--- config.mk ---
export PLATFORM = sky130hd
export DESIGN_NAME = max_pool
export DESIGN_NICKNAME = d
export VERILOG_FILES = /design/src/rtl/max_pool.sv
export SDC_FILE = /design/constraint.sdc
export NUM_CORES = 1
export LEC_CHECK = 0
export CAP_MARGIN = 10
export CORE_AREA = 2 2 115 117
export DETAILED_ROUTE_END_ITERATION = 10
export DIE_AREA = 0 0 117 119
export PLACE_DENSITY = 0.86
export RECOVER_POWER = 25
export SYNTH_ARGS = -nofsm -noshare
export SYNTH_HDL_FRONTEND = slang
export SYNTH_SLANG_ARGS = --single-unit
--- constraint.sdc ---
create_clock -name clk -period 6.8 [get_ports clk]
set_input_delay 1.36 -clock clk [delete_from_list [all_inputs] [get_ports clk]]
set_output_delay 1.36 -clock clk [all_outputs]
set_load 0.01 [all_outputs]
--- src/rtl/max_pool.sv ---
// max_pool: 2x2 / stride-2 signed max pooling over Q16.16 feature maps held in DRAM.
// Reads each 2x2 window with one outstanding read, then writes the pooled word
// channel-major, raster order. Runs once per enable session.
// Build option: define POOL_RELU_EN to clamp negative pooled results to zero.
module max_pool #(
   parameter int DATA_WIDTH    = 32,
   parameter int ADDR_WIDTH    = 18,
   parameter int FMAP_WIDTH    = 28,
   parameter int FMAP_HEIGHT   = 28,
   parameter int NUM_CHNL      = 6,
   parameter int ADDR_IN_BASE  = 0,
   parameter int ADDR_OUT_BASE = 'h10000
) (
   input  logic                  clk,
   input  logic                  srst,
   input  logic                  enable,
   input  logic                  dram_valid,
   input  logic [DATA_WIDTH-1:0] data_in,
   output logic [DATA_WIDTH-1:0] data_out,
   output logic [ADDR_WIDTH-1:0] addr_in,
   output logic [ADDR_WIDTH-1:0] addr_out,
   output logic                  dram_en_rd,
   output logic                  dram_en_wr,
   output logic                  done
);

   // Output grid; an odd trailing column/row of the input is simply never visited.
   localparam int OW = FMAP_WIDTH / 2;
   localparam int OH = FMAP_HEIGHT / 2;

   localparam int C_W = (NUM_CHNL > 1) ? $clog2(NUM_CHNL) : 1;
   localparam int R_W = (OH > 1) ? $clog2(OH) : 1;
   localparam int X_W = (OW > 1) ? $clog2(OW) : 1;

   localparam logic [C_W-1:0] C_LAST = C_W'(NUM_CHNL - 1);
   localparam logic [R_W-1:0] R_LAST = R_W'(OH - 1);
   localparam logic [X_W-1:0] X_LAST = X_W'(OW - 1);

   localparam int IN_CHNL_SIZE  = FMAP_HEIGHT * FMAP_WIDTH;
   localparam int OUT_CHNL_SIZE = OH * OW;

   localparam logic [1:0] ST_IDLE = 2'd0;
   localparam logic [1:0] ST_RD   = 2'd1;
   localparam logic [1:0] ST_WR   = 2'd2;
   localparam logic [1:0] ST_DONE = 2'd3;

   logic [1:0]            state_reg, state_next;
   logic [C_W-1:0]        c_reg, c_next;
   logic [R_W-1:0]        r_reg, r_next;
   logic [X_W-1:0]        x_reg, x_next;
   logic [1:0]            k_reg, k_next;
   logic [DATA_WIDTH-1:0] max_reg, max_next;
   logic [DATA_WIDTH-1:0] pooled_next;
   logic [ADDR_WIDTH-1:0] rd_addr_next;
   logic [ADDR_WIDTH-1:0] wr_addr;
   logic [R_W:0]          row_sel;
   logic [X_W:0]          col_sel;

   // Per-channel base addresses are constants, so the channel term needs no
   // multiplier. Tables are padded to a power of two so any counter value indexes
   // a defined entry.
   logic [ADDR_WIDTH-1:0] in_base_tbl  [2**C_W];
   logic [ADDR_WIDTH-1:0] out_base_tbl [2**C_W];

   generate
      for (genvar gi = 0; gi < 2**C_W; gi++) begin : g_chnl_base
         assign in_base_tbl[gi]  = ADDR_WIDTH'(ADDR_IN_BASE  + gi * IN_CHNL_SIZE);
         assign out_base_tbl[gi] = ADDR_WIDTH'(ADDR_OUT_BASE + gi * OUT_CHNL_SIZE);
      end
   endgenerate

   // Read address of the window element the FSM will request next cycle:
   // row 2r+k[1], column 2x+k[0]; everything wraps in ADDR_WIDTH bits.
   assign row_sel      = {r_next, k_next[1]};
   assign col_sel      = {x_next, k_next[0]};
   assign rd_addr_next = in_base_tbl[c_next]
                       + ADDR_WIDTH'(row_sel) * ADDR_WIDTH'(FMAP_WIDTH)
                       + ADDR_WIDTH'(col_sel);

   // Write address of the window currently being finished.
   assign wr_addr = out_base_tbl[c_reg]
                  + ADDR_WIDTH'(r_reg) * ADDR_WIDTH'(OW)
                  + ADDR_WIDTH'(x_reg);

`ifdef POOL_RELU_EN
   // ReLU after pooling gives the same result as ReLU before pooling.
   assign pooled_next = max_next[DATA_WIDTH-1] ? '0 : max_next;
`else
   assign pooled_next = max_next;
`endif

   // Next-state, window counters and running maximum.
   always_comb begin
      state_next = state_reg;
      c_next     = c_reg;
      r_next     = r_reg;
      x_next     = x_reg;
      k_next     = k_reg;
      max_next   = max_reg;
      case (state_reg)
         ST_IDLE: begin
            if (enable) begin
               state_next = ST_RD;
               c_next     = '0;
               r_next     = '0;
               x_next     = '0;
               k_next     = '0;
            end
         end
         ST_RD: begin
            if (!enable) begin
               // Abort: drop the window, no write is issued.
               state_next = ST_IDLE;
            end else if (dram_valid) begin
               // Strict greater-than keeps the earlier value on ties.
               if (k_reg == 2'd0 || $signed(data_in) > $signed(max_reg)) begin
                  max_next = data_in;
               end
               if (k_reg == 2'd3) begin
                  state_next = ST_WR;
               end else begin
                  k_next = k_reg + 2'd1;
               end
            end
         end
         ST_WR: begin
            if (!enable) begin
               state_next = ST_IDLE;
            end else begin
               k_next     = '0;
               state_next = ST_RD;
               if (x_reg == X_LAST) begin
                  x_next = '0;
                  if (r_reg == R_LAST) begin
                     r_next = '0;
                     if (c_reg == C_LAST) begin
                        c_next     = '0;
                        state_next = ST_DONE;
                     end else begin
                        c_next = c_reg + C_W'(1);
                     end
                  end else begin
                     r_next = r_reg + R_W'(1);
                  end
               end else begin
                  x_next = x_reg + X_W'(1);
               end
            end
         end
         ST_DONE: begin
            if (!enable) begin
               state_next = ST_IDLE;
            end
         end
         default: begin
            state_next = ST_IDLE;
         end
      endcase
   end

   // State, counters and all outputs are registered; outputs are derived from
   // the next state so they line up with the state they describe.
   always_ff @(posedge clk) begin
      if (srst) begin
         state_reg  <= ST_IDLE;
         c_reg      <= '0;
         r_reg      <= '0;
         x_reg      <= '0;
         k_reg      <= '0;
         max_reg    <= '0;
         data_out   <= '0;
         addr_in    <= '0;
         addr_out   <= '0;
         dram_en_rd <= 1'b0;
         dram_en_wr <= 1'b0;
         done       <= 1'b0;
      end else begin
         state_reg  <= state_next;
         c_reg      <= c_next;
         r_reg      <= r_next;
         x_reg      <= x_next;
         k_reg      <= k_next;
         max_reg    <= max_next;
         dram_en_rd <= (state_next == ST_RD);
         dram_en_wr <= (state_next == ST_WR);
         done       <= (state_next == ST_DONE);
         if (state_next == ST_RD) begin
            addr_in <= rd_addr_next;
         end
         // Only the RD->WR transition loads the write port; otherwise it holds.
         if (state_next == ST_WR) begin
            data_out <= pooled_next;
            addr_out <= wr_addr;
         end
      end
   end

endmodule

After elaboration in Yosys (flattened, before gate mapping)

Memories as Yosys holds them, arrays and structs flattened.
Cells that the tools add are included.

Register bits after elaboration: 118
Latch bits: 0
Bits in writable memories: 0
ROM bits: 288
Input port bits: 36
Output and inout port bits: 71
Word-level logic and storage cells: 81
Memories: 2

Add/subtract/negate cells: 8
Multiply operators: 2
Div/mod/pow operators: 0
Order comparisons: 3
Equality and inequality tests: 10
Shift operators: 0
Mux-type cells: 38
Bitwise gates (word level): 2
Reductions and logical operators: 4

Memory list:

| name             | words | width | read ports | clocked after Yosys merged registers in | wr ports | line | text |
|---|---|---|---|---|---|---|---|
| (name not given) | 8     | 18    | 1          | 0                                       | 0        | 81   | `assign wr_addr = out_base_tbl[c_reg]` |
| (name not given) | 8     | 18    | 1          | 0                                       | 0        | 76   | `assign rd_addr_next = in_base_tbl[c_next]` |

Operators by type and width:

| kind                                                                | number |
|---|---|
| 32-bit 2-to-1 mux                                                   | 4 |
| 18-bit 2-to-1 mux                                                   | 4 |
| 32-bit > comparator                                                 | 1 |
| 4-bit 2-to-1 mux                                                    | 7 |
| 2-bit 2-to-1 mux                                                    | 13 |
| 18-bit by 10-bit adder with 18-bit output                           | 1 |
| 18-bit by 4-bit adder with 18-bit output                            | 1 |
| 18-bit by 5-bit adder with 18-bit output                            | 1 |
| 18-bit by 8-bit adder with 18-bit output                            | 1 |
| 4-bit one-hot mux with 2 select lines                               | 2 |
| 3-bit 2-to-1 mux                                                    | 5 |
| 2-bit == test (second input constant)                               | 5 |
| 4-bit by 1-bit adder with 4-bit output (second input constant)      | 2 |
| 4-bit == test (second input constant)                               | 2 |
| 4-bit greater-or-equal comparator (second input constant)           | 2 |
| 5-bit by 3-bit multiplier with 8-bit output (second input constant) | 1 |
| 3-bit NOT with 4-bit output                                         | 2 |
| 2-bit one-hot mux with 4 select lines                               | 1 |
| 4-bit by 3-bit multiplier with 7-bit output (second input constant) | 1 |
| 3-bit one-hot mux with 2 select lines                               | 1 |
| 2-bit by 1-bit == test with 1-bit output (second input constant)    | 2 |
| 2-bit zero test                                                     | 2 |
| 2-bit one-hot mux with 2 select lines                               | 1 |
| 3-bit by 1-bit adder with 3-bit output (second input constant)      | 1 |
| other kinds (4)                                                     | 4 |

Depth between registers and ports, before layout

Depth in word-level cells: 12
Mapped depth: 24
Gate-level depth less buffers: 24

Worst setup path after synthesis

No wires, ideal clock.

Path type: input-to-reg
Start: input enable
End: register addr_in[11]
Library setup time: 0.086 ns
Data arrival time: 5.424 ns
Data required time: 6.714 ns
Path slack: 1.291 ns
Stages on the path: 20
Path buffers: 2
Path through: clkbuf_1 -> nor2b_1 -> clkbuf_1 -> nand2_1 -> a21oi_1 -> inv_1 -> fa_1 -> ha_1 -> inv_1 -> fa_1 -> inv_1 -> ha_1 -> ha_1 -> a21o_1 -> a21oi_1 -> nor2_1 -> nor2_1 -> o21ai_0 -> xor2_1 -> a211oi_1

Elaborated cells on any way between the ends: 25
Those cells by class: add/sub: 2; mul: 1; eq/ne: 1; mux: 19; bitwise: 1; memory: 1

RTL lines:

| item                                            | line     | text |
|---|---|---|
| from (decl)                                     | 16       | `input logic enable,` |
| 4-bit 2-to-1 mux (on tied branches)             | 127, 102 |  |
| 4-bit one-hot mux with 2 select lines (*)       | 100      | `case (state_reg)` |
| named net r_next[1]                             | 49       | `logic [R_W-1:0] r_reg, r_next;` |
| 5-bit by 3-bit multiplier with 8-bit output (*) | 77       | `+ ADDR_WIDTH'(row_sel) * ADDR_WIDTH'(FMAP_WIDTH)` |
| 18-bit by 10-bit adder with 18-bit output (*)   | 77       |  |
| 18-bit by 5-bit adder with 18-bit output (*)    | 78       | `+ ADDR_WIDTH'(col_sel);` |
| to (signal assigned)                            | 188      | `addr_in <= rd_addr_next;` |
| to (decl)                                       | 20       | `output logic [ADDR_WIDTH-1:0] addr_in,` |

The timed path passes the listed nets; every way through them passes the cells marked *. The select of a mux whose other input is x is not followed.
A chain may end at the register's enable or synchronous reset.

Worst setup path after layout

Start: input enable
End: register addr_in[12]

The elaborated chain is that of the path after synthesis.

==> results.json <==
{
  "crit_fanout": 9,
  "post-route-min-period_ns": 6.05,
  "postSynthAreaPerCell_um2": 8.72,
  "place.gp.congestion": 0.856,
  "grt_remaining_overflow": 0,
  "drc": 0,
  "wl_mm": 15.8,
  "n_antenna_cell": 0,
  "drv_slew": 0,
  "grt_max_degree": 67,
  "worst_pin_slew_ns": 0.890,
  "max_clock_freq_ghz": 0.165,
  "status": "finished clean",
  "power_switching_uw": 340,
  "seqCellArea_um2": 2180,
  "clk_pin_slew_worst_paths_ns": 0.07,
  "ant_nets": 0,
  "hp-class": "register to register",
  "maxCapViolCount": 0,
  "crit_type": "input port to register",
  "synth-seq-cells": 109,
  "slew_headroom": 0.406,
  "hold_viol_final": 0,
  "irDropWorstVdd_v": 0.000100,
  "synth_edf_count": 0,
  "grt_pass1_wl_mm": 26.7,
  "min_from": "addr_out[5]$_SDFFE_PP0P_",
  "cts_setup_buffers": 0,
  "power_density_nw_per_um2": 170,
  "fin_crit_sh": 0.890,
  "synthCells": 783,
  "cp-startpoint": "enable",
  "synthToLayoutAreaGrowth_pct": 19.3,
  "cts_buffers": 9,
  "switching_share": 0.246,
  "wl_per_cell_um": 15.3,
  "leakage_uw": 0.00351,
  "h-tree-depth": 3,
  "skew_ns": 0.00789,
  "rows": 42,
  "ys.flop_type": "dfxtp_1",
  "cts-resized-gates": 0,
  "cp.arrival_ns": 6.28,
  "num_io_pins": 107,
  "async_reset_ff_frac": 0,
  "setup_tns_ns": 0,
  "ys_seq_area_frac": 0.320,
  "cts.sinks": 109,
  "cts_tree": "done",
  "num-fill-cells": 1099,
  "cts_root_buf": "clkbuf_16",
  "postCtsHoldBufs": 0,
  "drive_above_1_share": 0.0594,
  "required_ns": 7.02,
  "die-area_um2": 13900,
  "r2r_cells": 17,
  "start_kind": "input port",
  "end_kind": "register",
  "rsz0062_at_grt": "no",
  "start_util": 0.530,
  "via_per_inst": 5.57,
  "vias": 5769,
  "syn-cell-area_um2": 6830,
  "seqPwrFrac": 0.469,
  "internal-power_uw": 1040,
  "share_comb_of_total_power": 0.111,
  "grt_usage": 0.238,
  "core-area_um2": 12900,
  "die_w_um": 117,
  "rr_startpoint": "state_reg[0]$_SDFF_PP0_",
  "drt-initial-drc-count": 434,
  "die_height_um": 119,
  "dp_hpwl_mm": 11.2,
  "min_path_cells": 2,
  "layout.nets": 981,
  "clkPwrFrac": 0.419,
  "grt_antenna_before_repair": 0,
  "setup_viol": 0,
  "cts_buffer_depth": 2,
  "drtPass1Iterations": 5,
  "clk_latency_ns": 0.36,
  "synth_cell_types": 63,
  "port_buffers": 97,
  "total_power_uw": 1380,
  "yosys_warnings": 0,
  "multi_input_area_um2": 4140,
  "grt_pass1_vias": 5703
}
## cells in the final DEF (no fill, tap or decap), types with 10 or more instances in the layout
cell,n
nand2_1,33
a211oi_1,23
nor2_1,77
ha_1,77
a21oi_1,77
fa_1,14
dfxtp_1,109
clkdlybuf4s50_1,56
xor2_1,10
nand3_1,44
inv_1,67
a211oi_2,14
dlygate4sd3_1,40
xnor2_1,10
mux2i_1,41
o21ai_1,36
a21o_1,10
## Yosys cell counts (all sizes together), types with 5 or more instances
library cell  number  share of area
a211oi            37          0.051
a21o              10          0.011
a21oi             79          0.059
buf               25          0.027
clkbuf            28          0.015
dfxtp            109           0.32
fa                14          0.041
ha                77           0.14
inv               68          0.037
mux2i             41          0.060
nand2             33          0.018
nand2b             5         0.0046
nand3             44          0.032
nand4              9         0.0092
nor2              78          0.043
nor2b              8         0.0073
nor3               6         0.0044
o21ai             45          0.035
o21bai             5         0.0055
xnor2             10          0.013
xor2              10          0.013
## power groups by stage
stage               Clock (uW)  Sequential, uW  Combinational (uW)
global route               612             650                 169
floorplan                    0             664                 112
finish                     580             650                 154
global placement             0             664                 151
CTS                        588             650                 155
detailed placement           0             665                 153
## worst max-delay path: stages
cell	delay [ns]
dlygate4sd3_1	0.57
nor2b_1	0.54
nand2_1	0.14
a21oi_1	0.44
inv_1	0.19
fa_1	0.58
ha_1	0.18
inv_1	0.06
fa_1	0.48
inv_1	0.04
ha_1	0.27
ha_1	0.34
a21o_1	0.20
a21oi_1	0.23
o21ai_0	0.21
o2bb2ai_1	0.16
o221ai_1	0.19
a21oi_1	0.09
## layer usage
| layer | global-route usage | part of all wire | up-vias | wire length, um |
|---|---|---|---|---|
| li1 | - | - | 2855 | - |
| met1 | 0.296 | 0.42 | 2744 | 6650 |
| met2 | 0.406 | 0.51 | 139 | 8030 |
| met3 | 0.0387 | 0.046 | 31 | 735 |
| met4 | 0.0934 | 0.025 | 0 | 400 |
| met5 | 0 | 0 | - | 0 |
## cells by family (layout without fill, tap and decap cells)
| kind of cell | after synthesis | in the layout | synth area share |
|---|---|---|---|
| AND/OR/NAND/NOR | 197 | 197 | 0.134 |
| buffers and inverters | 121 | 189 | 0.0803 |
| flip-flops | 109 | 109 | 0.320 |
| adder cells (fa/ha/maj) | 91 | 91 | 0.182 |
| other | 1 | 9 | 0.000549 |
| AO/OA/AOI/OAI | 203 | 203 | 0.198 |
| XOR/XNOR | 20 | 20 | 0.0257 |
| multiplexers | 41 | 41 | 0.0601 |
## final cells by class
cell class	count	area share
sequential	109	0.268
timing repair buffer	105	0.126
clock buffer	11	0.0298
multi-input combinational	561	0.508
clock inverter	5	0.0101
inverter	68	0.0313
tap	176	0.0270
## worst paths after layout
path	endpoint	slack [ns]
worst min-delay path	addr_out[5]$_SDFFE_PP0P_	0.45
worst min register to register	addr_out[5]$_SDFFE_PP0P_	0.45
worst max register to register	addr_in[12]$_SDFFE_PP0P_	1.88
worst max-delay path	addr_in[12]$_SDFFE_PP0P_	0.75
## metrics by stage
stage / cell area [um^2] / hold WS, ns / std cells / util / worst slack (ns)
6_report: 8140 / 0.455 / 1035 / 0.632 / 0.745
5_1_grt: 8140 / 0.480 / 1035 / 0.632 / 0.295
4_1_cts: 8150 / 0.462 / 1035 / 0.633 / 0.850
3_5_place_dp: 7820 / 0.452 / 1019 / 0.607 / 0.485
3_3_place_gp: 7820 / 0.442 / 1019 / 0.607 / 0.782
2_1_floorplan: 6860 / 0.471 / 791 / - / 1.29
(Power assumes the default switching activity.)
